**src/rtl/serial_frame_rx.sv**
```systemverilog
// ---------------------------------------------------------------------------
// serial_frame_rx
//
// Framed serial receiver fed one bit per enabled clock by an upstream
// parallel-in/serial-out shifter. Frame format, first bit first:
//   start (1), DATA_W data bits MSB first, even parity (if PARITY_EN), stop (0)
// Good words are presented on a valid/ready port. Bad frames are dropped and
// flagged with a one-cycle pulse. Good words that find the output slot still
// held are dropped and recorded in a sticky overrun flag.
//
// Parameters
//   DATA_W     data bits per frame (2..16)
//   PARITY_EN  1 = even-parity bit follows the data, 0 = no parity bit
// Ports
//   clk         clock, rising edge
//   reset       asynchronous, active-high reset
//   s_in        serial bit stream (idle level 0)
//   bit_en      bit strobe; s_in is only sampled on edges with bit_en=1
//   ovr_clr     synchronous clear of the sticky overrun flag
//   out_data    received word, stable while out_valid=1
//   out_valid   word available
//   out_ready   consumer accepts the word on an edge with out_valid&out_ready
//   parity_err  one-cycle pulse: parity mismatch, frame dropped
//   frame_err   one-cycle pulse: stop bit not 0, frame dropped
//   overrun     sticky: good frame lost because the output was held
//   busy        receiver is inside a frame (not IDLE)
// ---------------------------------------------------------------------------
module serial_frame_rx #(
    parameter int DATA_W    = 8,
    parameter int PARITY_EN = 1
) (
    input  logic              clk,
    input  logic              reset,
    input  logic              s_in,
    input  logic              bit_en,
    input  logic              ovr_clr,
    output logic [DATA_W-1:0] out_data,
    output logic              out_valid,
    input  logic              out_ready,
    output logic              parity_err,
    output logic              frame_err,
    output logic              overrun,
    output logic              busy
);

    localparam int               CNT_W    = $clog2(DATA_W + 1);
    localparam logic [CNT_W-1:0] LAST_BIT = CNT_W'(DATA_W - 1);

    typedef enum logic [1:0] {
        IDLE   = 2'd0,
        DATA   = 2'd1,
        PARITY = 2'd2,
        STOP   = 2'd3
    } state_t;

    state_t            state_q, state_d;
    logic [CNT_W-1:0]  cnt_q,   cnt_d;
    logic [DATA_W-1:0] shreg_q, shreg_d;
    logic              par_q,   par_d;
    logic              stop_eval;

    // Frame evaluation on the STOP edge
    logic par_ok;
    logic good;
    logic slot_free;
    logic load;
    logic ovr_set;
    logic perr_set;
    logic ferr_set;

    // -----------------------------------------------------------------------
    // FSM state register (also holds the bit counter, shifter, parity bit)
    // -----------------------------------------------------------------------
    always_ff @(posedge clk or posedge reset) begin
        if (reset) begin
            state_q <= IDLE;
            cnt_q   <= '0;
            shreg_q <= '0;
            par_q   <= 1'b0;
        end else begin
            state_q <= state_d;
            cnt_q   <= cnt_d;
            shreg_q <= shreg_d;
            par_q   <= par_d;
        end
    end

    // -----------------------------------------------------------------------
    // Next-state logic; everything holds when bit_en=0
    // -----------------------------------------------------------------------
    always_comb begin
        state_d   = state_q;
        cnt_d     = cnt_q;
        shreg_d   = shreg_q;
        par_d     = par_q;
        stop_eval = 1'b0;
        if (bit_en) begin
            case (state_q)
                IDLE: begin
                    if (s_in) begin
                        state_d = DATA;
                        cnt_d   = '0;
                    end
                end
                DATA: begin
                    shreg_d = {shreg_q[DATA_W-2:0], s_in};
                    cnt_d   = cnt_q + 1'b1;
                    if (cnt_q == LAST_BIT)
                        state_d = (PARITY_EN != 0) ? PARITY : STOP;
                end
                PARITY: begin
                    par_d   = s_in;
                    state_d = STOP;
                end
                STOP: begin
                    // s_in is the stop bit on this edge
                    stop_eval = 1'b1;
                    state_d   = IDLE;
                end
                default: state_d = IDLE;
            endcase
        end
    end

    // -----------------------------------------------------------------------
    // Frame check. Framing error outranks parity error; only a frame that
    // passes both is a candidate for delivery.
    // -----------------------------------------------------------------------
    assign par_ok    = (PARITY_EN == 0) || !(^{shreg_q, par_q});
    assign ferr_set  = stop_eval &&  s_in;
    assign perr_set  = stop_eval && !s_in && !par_ok;
    assign good      = stop_eval && !s_in &&  par_ok;
    // Slot counts as free if it is empty or being consumed on this edge
    assign slot_free = !out_valid || out_ready;
    assign load      = good &&  slot_free;
    assign ovr_set   = good && !slot_free;

    // -----------------------------------------------------------------------
    // Output port, error pulses and sticky overrun run every clock,
    // independent of bit_en.
    // -----------------------------------------------------------------------
    always_ff @(posedge clk or posedge reset) begin
        if (reset) begin
            out_data   <= '0;
            out_valid  <= 1'b0;
            parity_err <= 1'b0;
            frame_err  <= 1'b0;
            overrun    <= 1'b0;
        end else begin
            parity_err <= perr_set;
            frame_err  <= ferr_set;

            // A load on the same edge as a consume keeps valid high
            if (load) begin
                out_data  <= shreg_q;
                out_valid <= 1'b1;
            end else if (out_valid && out_ready) begin
                out_valid <= 1'b0;
            end

            // Set wins over a coincident clear
            if (ovr_set)
                overrun <= 1'b1;
            else if (ovr_clr)
                overrun <= 1'b0;
        end
    end

    assign busy = (state_q != IDLE);

endmodule

```
**config.mk**
```make
export PLATFORM = sky130hd
export DESIGN_NAME = serial_frame_rx
export DESIGN_NICKNAME = d
export VERILOG_FILES = /design/src/rtl/serial_frame_rx.sv
export SDC_FILE = /design/constraint.sdc
export NUM_CORES = 1
export LEC_CHECK = 0
export BUFFER_PORTS_ARGS = -buffer_cell sky130_fd_sc_hd__buf_4
export CAP_MARGIN = 20
export CORE_ASPECT_RATIO = 1.25
export CORE_MARGIN = 2
export CORE_UTILIZATION = 50
export DETAILED_ROUTE_END_ITERATION = 6
export PLACE_DENSITY = 0.78
export SLEW_MARGIN = 20
export SYNTH_ARGS = -nofsm -noshare
export SYNTH_HDL_FRONTEND = slang
export SYNTH_SLANG_ARGS = --single-unit
```
**constraint.sdc**
```tcl
create_clock -name clk -period 2.4 [get_ports clk]
set_clock_uncertainty 0.2 [all_clocks]
set_input_delay 0.24 -clock clk [delete_from_list [all_inputs] [get_ports clk]]
set_output_delay 0.24 -clock clk [all_outputs]
set_load 0.05 [all_outputs]
```
* Word-level counts from Yosys, hierarchy flattened
Cells that the tools add are included.
Widths: inputs -> output; s select.
** Operators by class
- Reductions and logical operators :: 22
- Add/subtract/negate cells :: 1
- Multiplexer cells :: 11
- Equal/unequal tests :: 6
** Operators with widths (count)
- $reduce_xor 9->1 :: 1
- $pmux 2 s4 :: 1
- $pmux 4 s2 :: 1
- $reduce_bool 2->1 :: 4
- $logic_and 1x1->1 :: 7
- $mux 1 :: 6
- $reduce_and 3->1 :: 2
- $add 4x1->4 const B :: 1
- $eq 2x2->1 const B :: 2
- $eq 4x3->1 const B :: 1
- $logic_not 1->1 :: 4
- $mux 2 :: 2
- $mux 4 :: 1
- $ne 2x2->1 const B :: 2
- $reduce_and 2->1 :: 2
- $eq 2x1->1 const B :: 1
- $logic_not 2->1 :: 1
- $logic_or 1x1->1 :: 1
** Word-level totals
- Word-level logic and storage cells :: 49
- Bits in registers :: 27
- Output and inout port bits :: 13

* Longest topological paths before layout
Gate-level depths: netlist (run 1).
- Depth in word-level cells :: 7
- Mapped depth :: 7
- Mapped depth without buffers :: 6

* Least setup slack after synthesis (run 1)
OpenSTA, ideal clock, no wires.
- Path kind :: flip-flop to flip-flop
- From :: register shreg_q[6]
- To :: register out_data[0]
- Setup slack :: 0.406 ns
- Buffers on the path :: 0
- Clock period less this slack :: 1.994 ns
- Data arrival time :: 1.669 ns
- Required time :: 2.075 ns
- Stages on the path, launching flop included :: 5
- Path through :: dfrtp_1 xor2_1 xnor3_2 mux2i_4 mux2_2
** Between the ends
- Word-level cells in the longest chain between the ends :: 4
** Ends and longest elaborated chain
- start: declaration :: RTL line 58 : logic [DATA_W-1:0] shreg_q, shreg_d;
- start signal: assignment :: RTL line 83 : shreg_q <= shreg_d;
- $reduce_xor 9->1 :: RTL line 129 : assign par_ok = (PARITY_EN == 0) || !(^{shreg_q, par_q});
- $logic_not 1->1 :: RTL line 129
- $logic_and 1x1->1 :: RTL line 132 : assign good = stop_eval && !s_in && par_ok;
- $logic_and 1x1->1 :: RTL line 135 : assign load = good && slot_free;
- end signal: assignment :: RTL line 155 : out_data <= shreg_q;
- end: declaration :: RTL line 37 : output logic [DATA_W-1:0] out_data,
No other way between the ends.
A chain may end at the register's enable or synchronous reset.

* Final worst setup path (run 1)
- From :: register shreg_q[6]
- To :: register out_data[4]
The elaborated chain is that of the path after synthesis.

==> results of run 1 <==
[kinds of logic after synthesis]
kind of cell / share of synthesized area (%)
AO/OA/AOI/OAI: 4.95
AND/OR/NAND/NOR: 9.13
buffers and inverters: 2.33
multiplexers: 19.0
flip-flops: 52.4
XOR/XNOR: 6.31
adder cells (fa/ha/maj): 5.83
[layout by cell type, fill, tap and decap left out, drive strengths merged, types with 2 or more instances in the layout]
cell type     n
xnor3         2
xnor2         2
dlygate4sd3   3
dfrtp        27
nand2         8
a21oi         3
mux2i         3
o21ai         3
inv           6
nand2b        2
nor3          3
nand3b        2
nor2b         2
ha            6
buf          19
nand3         3
xor2          2
mux2         18
clkbuf        4
[stage by stage]
step	utilization, %	hold WS (ns)
6_report	62.0	0.0188
5_1_grt	62.0	0.0373
4_1_cts	62.0	0.0162
3_5_place_dp	59.7	0.128
3_3_place_gp	59.7	0.122
2_1_floorplan	-	0.0927
[synthesized netlist by cell type (all sizes together)]
library cell | count | area (sq um)
dfrtp | 27 | 676
nand2b | 2 | 12.5
mux2 | 18 | 203
o21ai | 3 | 15.0
nand3 | 3 | 15.0
and3 | 1 | 6.26
nor3 | 3 | 15.0
o211ai | 1 | 7.51
nand3b | 2 | 15.0
xor2 | 2 | 17.5
clkbuf | 2 | 7.51
a21oi | 3 | 15.0
nand2 | 8 | 30.0
ha | 6 | 75.1
xnor2 | 2 | 17.5
nor2b | 2 | 12.5
o221ai | 1 | 8.76
nor3b | 1 | 7.51
o32ai | 1 | 8.76
xnor3 | 2 | 46.3
mux2i | 3 | 42.5
a22o | 1 | 8.76
inv | 6 | 22.5
nor2 | 1 | 3.75
[worst max-delay path, delay by kind of cell (launching register included)]
| kind | cells | cell delay [ns] |
|---|---|---|
| multiplexers | 2 | 0.77 |
| flip-flops | 1 | 0.44 |
| XOR/XNOR | 2 | 0.62 |
[layout make-up]
class                      instances  area (sq um)  share of cell area, %
clock buffer                       4          26.3                   1.73
tap                               33          41.3                   2.71
inverter                           6          22.5                   1.48
timing repair buffer              22           173                   11.3
multi-input combinational         66           583                   38.3
sequential                        27           676                   44.4
[routing by layer]
metal / vias to the layer above / wire length, microns / part of all wire, % / GRT usage (%)
met1: 402 / 920 / 43 / 18.5
li1: 395 / - / - / -
met3: 4 / 51 / 2.4 / 2.22
met5: - / 0 / 0 / 0
met2: 14 / 1140 / 53 / 30.9
met4: 0 / 27 / 1.3 / 5.95
[registers in the layout, summed over array words and instances, names as in the netlist]
signal,cells
cnt_q,4
frame_err,1
out_data,8
out_valid,1
overrun,1
par_q,1
parity_err,1
shreg_q,8
state_q,2
[how the worst min path moves through the flow]
stage / start / to / cells past startpoint
floorplan: reset / cnt_q[0] / 1
global placement: reset / state_q[0] / 3
detailed placement: reset / state_q[1] / 3
CTS: out_ready / out_valid / 3
global route: out_ready / overrun / 3
finish: out_ready / out_valid / 3
[power by group through the flow]
stage          combinational, uW  clock (uW)  sequential (uW)
3_5_place_dp                1330           0              831
4_1_cts                     1330         195              820
2_1_floorplan                807           0             1040
3_3_place_gp                1290           0              817
5_1_grt                     1420         213              850
6_report                    1320         190              817
==> results.sh, run 1 <==
export IMPL_diodes=0
export IMPL_rrSetupSlack_ns=0.25
export IMPL_status="completed"
export IMPL_finalPower_uw=2320
export IMPL_worst_setup_path_type="reg2reg"
export IMPL_switching_share_pct=43.0
export IMPL_stdcell_count=158
export IMPL_dpl_cell_area_sq_um=1470
export IMPL_postCtsHoldBufs=3
export IMPL_ys_ff_latch=27
export IMPL_cp_cell_sequence="xor2_1 > xnor3_2 > mux2i_4 > mux2_2"
export IMPL_grt_ovfl_total=0
export IMPL_p_int_uw=1330
export IMPL_endpoint_kind="flip-flop"
export IMPL_yosysSeqAreaShare_pct=52.4
export IMPL_dp_hpwl_microns=1620
export IMPL_dp_slack_ns=0.260
export IMPL_worstPathRequired_ns=2.41
export IMPL_design_core_area_sq_um=2450
export IMPL_worstSetupStartpoint="shreg_q[6]"
export IMPL_reg2reg_to="out_data[4]"
export IMPL_drv_slew=0
export IMPL_insertion_delay_ns=0.32
export IMPL_dp_cells=151
export IMPL_routed_wl_microns=2140
export IMPL_slew_headroom_pct=73.8
export IMPL_syn_area_per_cell_sq_um=12.8
export IMPL_start_kind="flip-flop"
export IMPL_fp_dieW_microns=49.4
export IMPL_tightest_slew_ns=0.391
export IMPL_final_hold_viol_count=0
export IMPL_netlist_area_sq_um=1290
export IMPL_rr_startpoint="shreg_q[6]"
export IMPL_grt_pass1_vias=837
export IMPL_rsz0062_at_grt="no"
export IMPL_syn_nets=113
export IMPL_final_antenna_net_count=0
export IMPL_hp_class="in2reg"
export IMPL_crit_fanout=8
export IMPL_tns_ns=0
export IMPL_wl_per_cell_microns=13.6
export IMPL_ctsLongestPathBuffers=2
export IMPL_clkSinkCount=27
export IMPL_cp_slowest_stage_delay_ns=0.45
export IMPL_cts_repair_resized=0
export IMPL_vias_per_cell=5.16
export IMPL_grt_total_usage_pct=16.1
export IMPL_dr_pass1_iters=4
export IMPL_fin_area_sq_um=1520
export IMPL_portBuffers=18
export IMPL_area_delta_synth_final_pct=18.1
export IMPL_antenna_found_initial=0
export IMPL_powerDensity_nw_per_um2=1530
export IMPL_die_area_sq_um=3000
export IMPL_die_h_microns=60.8
export IMPL_drc=0
export IMPL_p_sw_uw=998
export IMPL_setup_slack_ns=0.249
export IMPL_drv_cap=0
export IMPL_gp_congestion=0.728
export IMPL_cts_tree="yes"
export IMPL_power_share_combinational_pct=56.7
export IMPL_grt_max_degree=28
export IMPL_arrival_ns=2.16
export IMPL_fp_row_count=20
export IMPL_pwr_share_clk_pct=8.2
export IMPL_min_period_ns=2.15
export IMPL_p_leak_uw=0.000727
export IMPL_via_count=815
export IMPL_numCtsBuffers=3
export IMPL_timing_fmax_ghz=0.465
export IMPL_drtIter0Drc=14
export IMPL_cts_setup_buffers=0
export IMPL_fin_crit_sh_pct=89.6
export IMPL_grt_pass1_wl_microns=3620
export IMPL_ys_types=26
export IMPL_io_pins=19
export IMPL_nets=138
export IMPL_worstRegToRegCells=4
export IMPL_cp_slowest_cell="xnor3_2"
export IMPL_cts_root_buf="clkbuf_4"
export IMPL_p_seq_share_pct=35.2
export IMPL_yosysWarnings=0
export IMPL_setup_viol=0
export IMPL_drive_gt1_share_pct=33.6
export IMPL_fillCellCount=213
export IMPL_synth_cells=101
export IMPL_endpoint="out_data[4]"
export IMPL_cts_clk_slew_worst_paths_ns=0.14
export IMPL_initial_core_util_pct=52.6
export IMPL_vdd_drop_max_mv=0.680
export IMPL_htreeDepth=1
No activity file was read; power rests on OpenSTA's default activity.
==> run 2, diff against run 1 <==
--- a/config.mk
+++ b/config.mk
@@ -5,13 +5,14 @@
 export SDC_FILE = /design/constraint.sdc
 export NUM_CORES = 1
 export LEC_CHECK = 0
+export ABC_AREA = 1
 export BUFFER_PORTS_ARGS = -buffer_cell sky130_fd_sc_hd__buf_4
 export CAP_MARGIN = 20
 export CORE_ASPECT_RATIO = 1.25
 export CORE_MARGIN = 2
-export CORE_UTILIZATION = 50
+export CORE_UTILIZATION = 30
 export DETAILED_ROUTE_END_ITERATION = 6
-export PLACE_DENSITY = 0.78
+export PLACE_DENSITY = 0.54
 export SLEW_MARGIN = 20
 export SYNTH_ARGS = -nofsm -noshare
 export SYNTH_HDL_FRONTEND = slang
==> results.sh, run 2 <==
export IMPL_initial_core_util_pct=30.6
export IMPL_hold_ws_ns=0.0577
export IMPL_worst_path_stages=7
export IMPL_grt_pass1_wl_microns=4680
export IMPL_synth_most_common_cell="nand2_1"
export IMPL_final_hold_viol_count=0
export IMPL_endpoint_kind="flip-flop"
export IMPL_postCtsHoldBufs=3
export IMPL_start_kind="flip-flop"
export IMPL_final_common_cell="nand2_1"
export IMPL_drv_slew=0
export IMPL_yosysTopAreaCell="dfrtp_1"
export IMPL_status="completed"
export IMPL_cts_setup_buffers=0
export IMPL_insertion_delay_ns=0.27
export IMPL_rrSetupSlack_ns=0.59
export IMPL_arrival_ns=1.81
export IMPL_synth_area_leaders="dfrtp_1 47%, nand2_1 18%, inv_1 6.0%"
export IMPL_numCtsBuffers=3
export IMPL_grt_ovfl_total=0
export IMPL_crit_fanout=6
export IMPL_grt_total_usage_pct=11.0
export IMPL_via_count=1177
export IMPL_ys_ff_latch=27
export IMPL_die_h_microns=81.1
export IMPL_area_delta_synth_final_pct=20.5
export IMPL_cts_clk_slew_worst_paths_ns=0.10
export IMPL_yosysWarnings=0
export IMPL_ctsLongestPathBuffers=2
export IMPL_synth_edf_count=0
export IMPL_drive_gt1_share_pct=16.7
export IMPL_tightest_slew_ns=0.509
export IMPL_drtIter0Drc=56
export IMPL_min_period_ns=1.81
export IMPL_crit_buf_inv=1
export IMPL_reg_top3="out_data: 8 flops, shreg_q: 8 flops, cnt_q: 4 flops"
export IMPL_dr_pass1_iters=4
export IMPL_fp_dieW_microns=65.7
export IMPL_cpMostUsedCell="o21ai_0"
export IMPL_yosysSeqAreaShare_pct=47.3
export IMPL_grt_pass1_vias=1109
export IMPL_fin_crit_sh_pct=75.2
export IMPL_final_antenna_net_count=0
export IMPL_fp_row_count=28
export IMPL_cp_slowest_cell="dfrtp_1"
export IMPL_rsz0062_at_grt="no"
export IMPL_grt_max_degree=28
export IMPL_endpoint="cnt_q[3]"
export IMPL_cts_tree="yes"
export IMPL_nets=223
export IMPL_netlist_area_sq_um=1430
export IMPL_rr_startpoint="state_q[0]"
export IMPL_p_leak_uw=0.000925
export IMPL_setup_viol=0
export IMPL_synthTopCellsByCount="67 x nand2_1, 27 x dfrtp_1, 23 x inv_1, 13 x o21ai_0, 10 x nor2_1"
export IMPL_routed_wl_microns=2690
export IMPL_syn_area_per_cell_sq_um=7.72
export IMPL_fin_util_pct=36.9
export IMPL_dp_hpwl_microns=2030
export IMPL_worst_setup_path_type="reg2reg"
export IMPL_synth_cells=185
export IMPL_hp_class="in2reg"
export IMPL_htreeDepth=1
export IMPL_drv_cap=0
export IMPL_vdd_drop_max_mv=0.488
export IMPL_cts_repair_resized=0
export IMPL_cpLargestDelayFamily="compound AO/OA/AOI/OAI gates"
export IMPL_tns_ns=0
export IMPL_die_area_sq_um=5330
export IMPL_synth_top_cell_area_share_pct=47.3
export IMPL_gp_congestion=0.781
export IMPL_mostFrequentLayoutCells="67 x nand2_1, 27 x dfrtp_1, 23 x inv_1"
export IMPL_diodes=0
export IMPL_powerDensity_nw_per_um2=1360
export IMPL_worstPathRequired_ns=2.41
export IMPL_synthArstFlopShare_pct=100
export IMPL_cp_cell_sequence="inv_1 > ha_1 > a21oi_2 > o21ai_0 > o21ai_0 > o21ai_0 > nor2_1"
export IMPL_drc=0
export IMPL_vias_per_cell=4.36
export IMPL_clkSinkCount=27
export IMPL_wl_per_cell_microns=9.97
export IMPL_syn_nets=197
export IMPL_io_pins=19
export IMPL_antenna_found_initial=0
export IMPL_cp_slowest_stage_delay_ns=0.39
export IMPL_synthFlopType="dfrtp_1"
export IMPL_cts_root_buf="clkbuf_8"
export IMPL_worstRegToRegCells=7
export IMPL_reg2reg_to="cnt_q[3]"
export IMPL_design_core_area_sq_um=4660
export IMPL_slew_headroom_pct=65.7
export IMPL_portBuffers=18
export IMPL_ys_types=20
export IMPL_worstSetupStartpoint="state_q[0]"
export IMPL_timing_fmax_ghz=0.554
==> run 2: changes by cell type after synthesis, sizes merged, moves of 9 or more <==
cell,delta
o21ai,+10
nand2,+65
mux2,-18
inv,+20
nor2,+9
nand4,+9
==> run 2: worst register-to-register path, cell delays in order, from the launching register on <==
cell     delay (ns)
dfrtp_1        0.39
inv_1          0.10
ha_1           0.24
a21oi_2        0.20
o21ai_0        0.23
o21ai_0        0.20
o21ai_0        0.10
nor2_1         0.10
==> run 2: power breakdown <==
group	internal [uW]	switching [uW]
Sequential	624	161
Clock	116	146
Combinational	408	878
==> run 2: worst min-delay path by stage <==
stage,start,endpoint,slack (ns),cells after the start
2_1_floorplan,reset,cnt_q[0],0.09,1
3_3_place_gp,reset,cnt_q[0],0.13,3
3_5_place_dp,reset,cnt_q[2],0.13,3
4_1_cts,out_ready,overrun,0.05,4
5_1_grt,out_ready,overrun,0.06,4
6_report,out_ready,overrun,0.06,4
==> run 2: cells by family after synthesis <==
group,count (synthesis),synth area share (%)
mux,1,0.701
fa+ha+maj,6,5.26
flops,27,47.3
compound gates,20,7.36
buf+inv,30,7.97
simple gates,101,31.4
==> run 2: area by class of cell <==
class | count | area, sq um
flip-flops and latches | 27 | 676
well taps | 60 | 75.1
clock inverters | 1 | 5.00
multi-input cells | 128 | 638
repair buffers | 23 | 180
inverters | 28 | 105
fillers | 503 | 2940
clock buffers | 3 | 41.3
==> run 2: metrics by stage <==
stage                     setup slack (ns)  cells  power, uW  area, sq um
after detailed placement             0.572    263       2100         1640
after CTS                            0.569    270       2370         1720
final                                0.595    270       2330         1720
after global routing                 0.386    270       2560         1720
after global placement               0.653    263       2080         1640
after floorplan                      0.765    185       1790         1430
==> run 2: per-layer routing <==
layer / track usage (%) / vias up / part of all wire (%)
met1: 13.4 / 516 / 46
met2: 19.8 / 22 / 49
met3: 1.66 / 2 / 3.7
met4: 3.75 / 0 / 0.82
li1: - / 637 / -
met5: 0 / - / 0
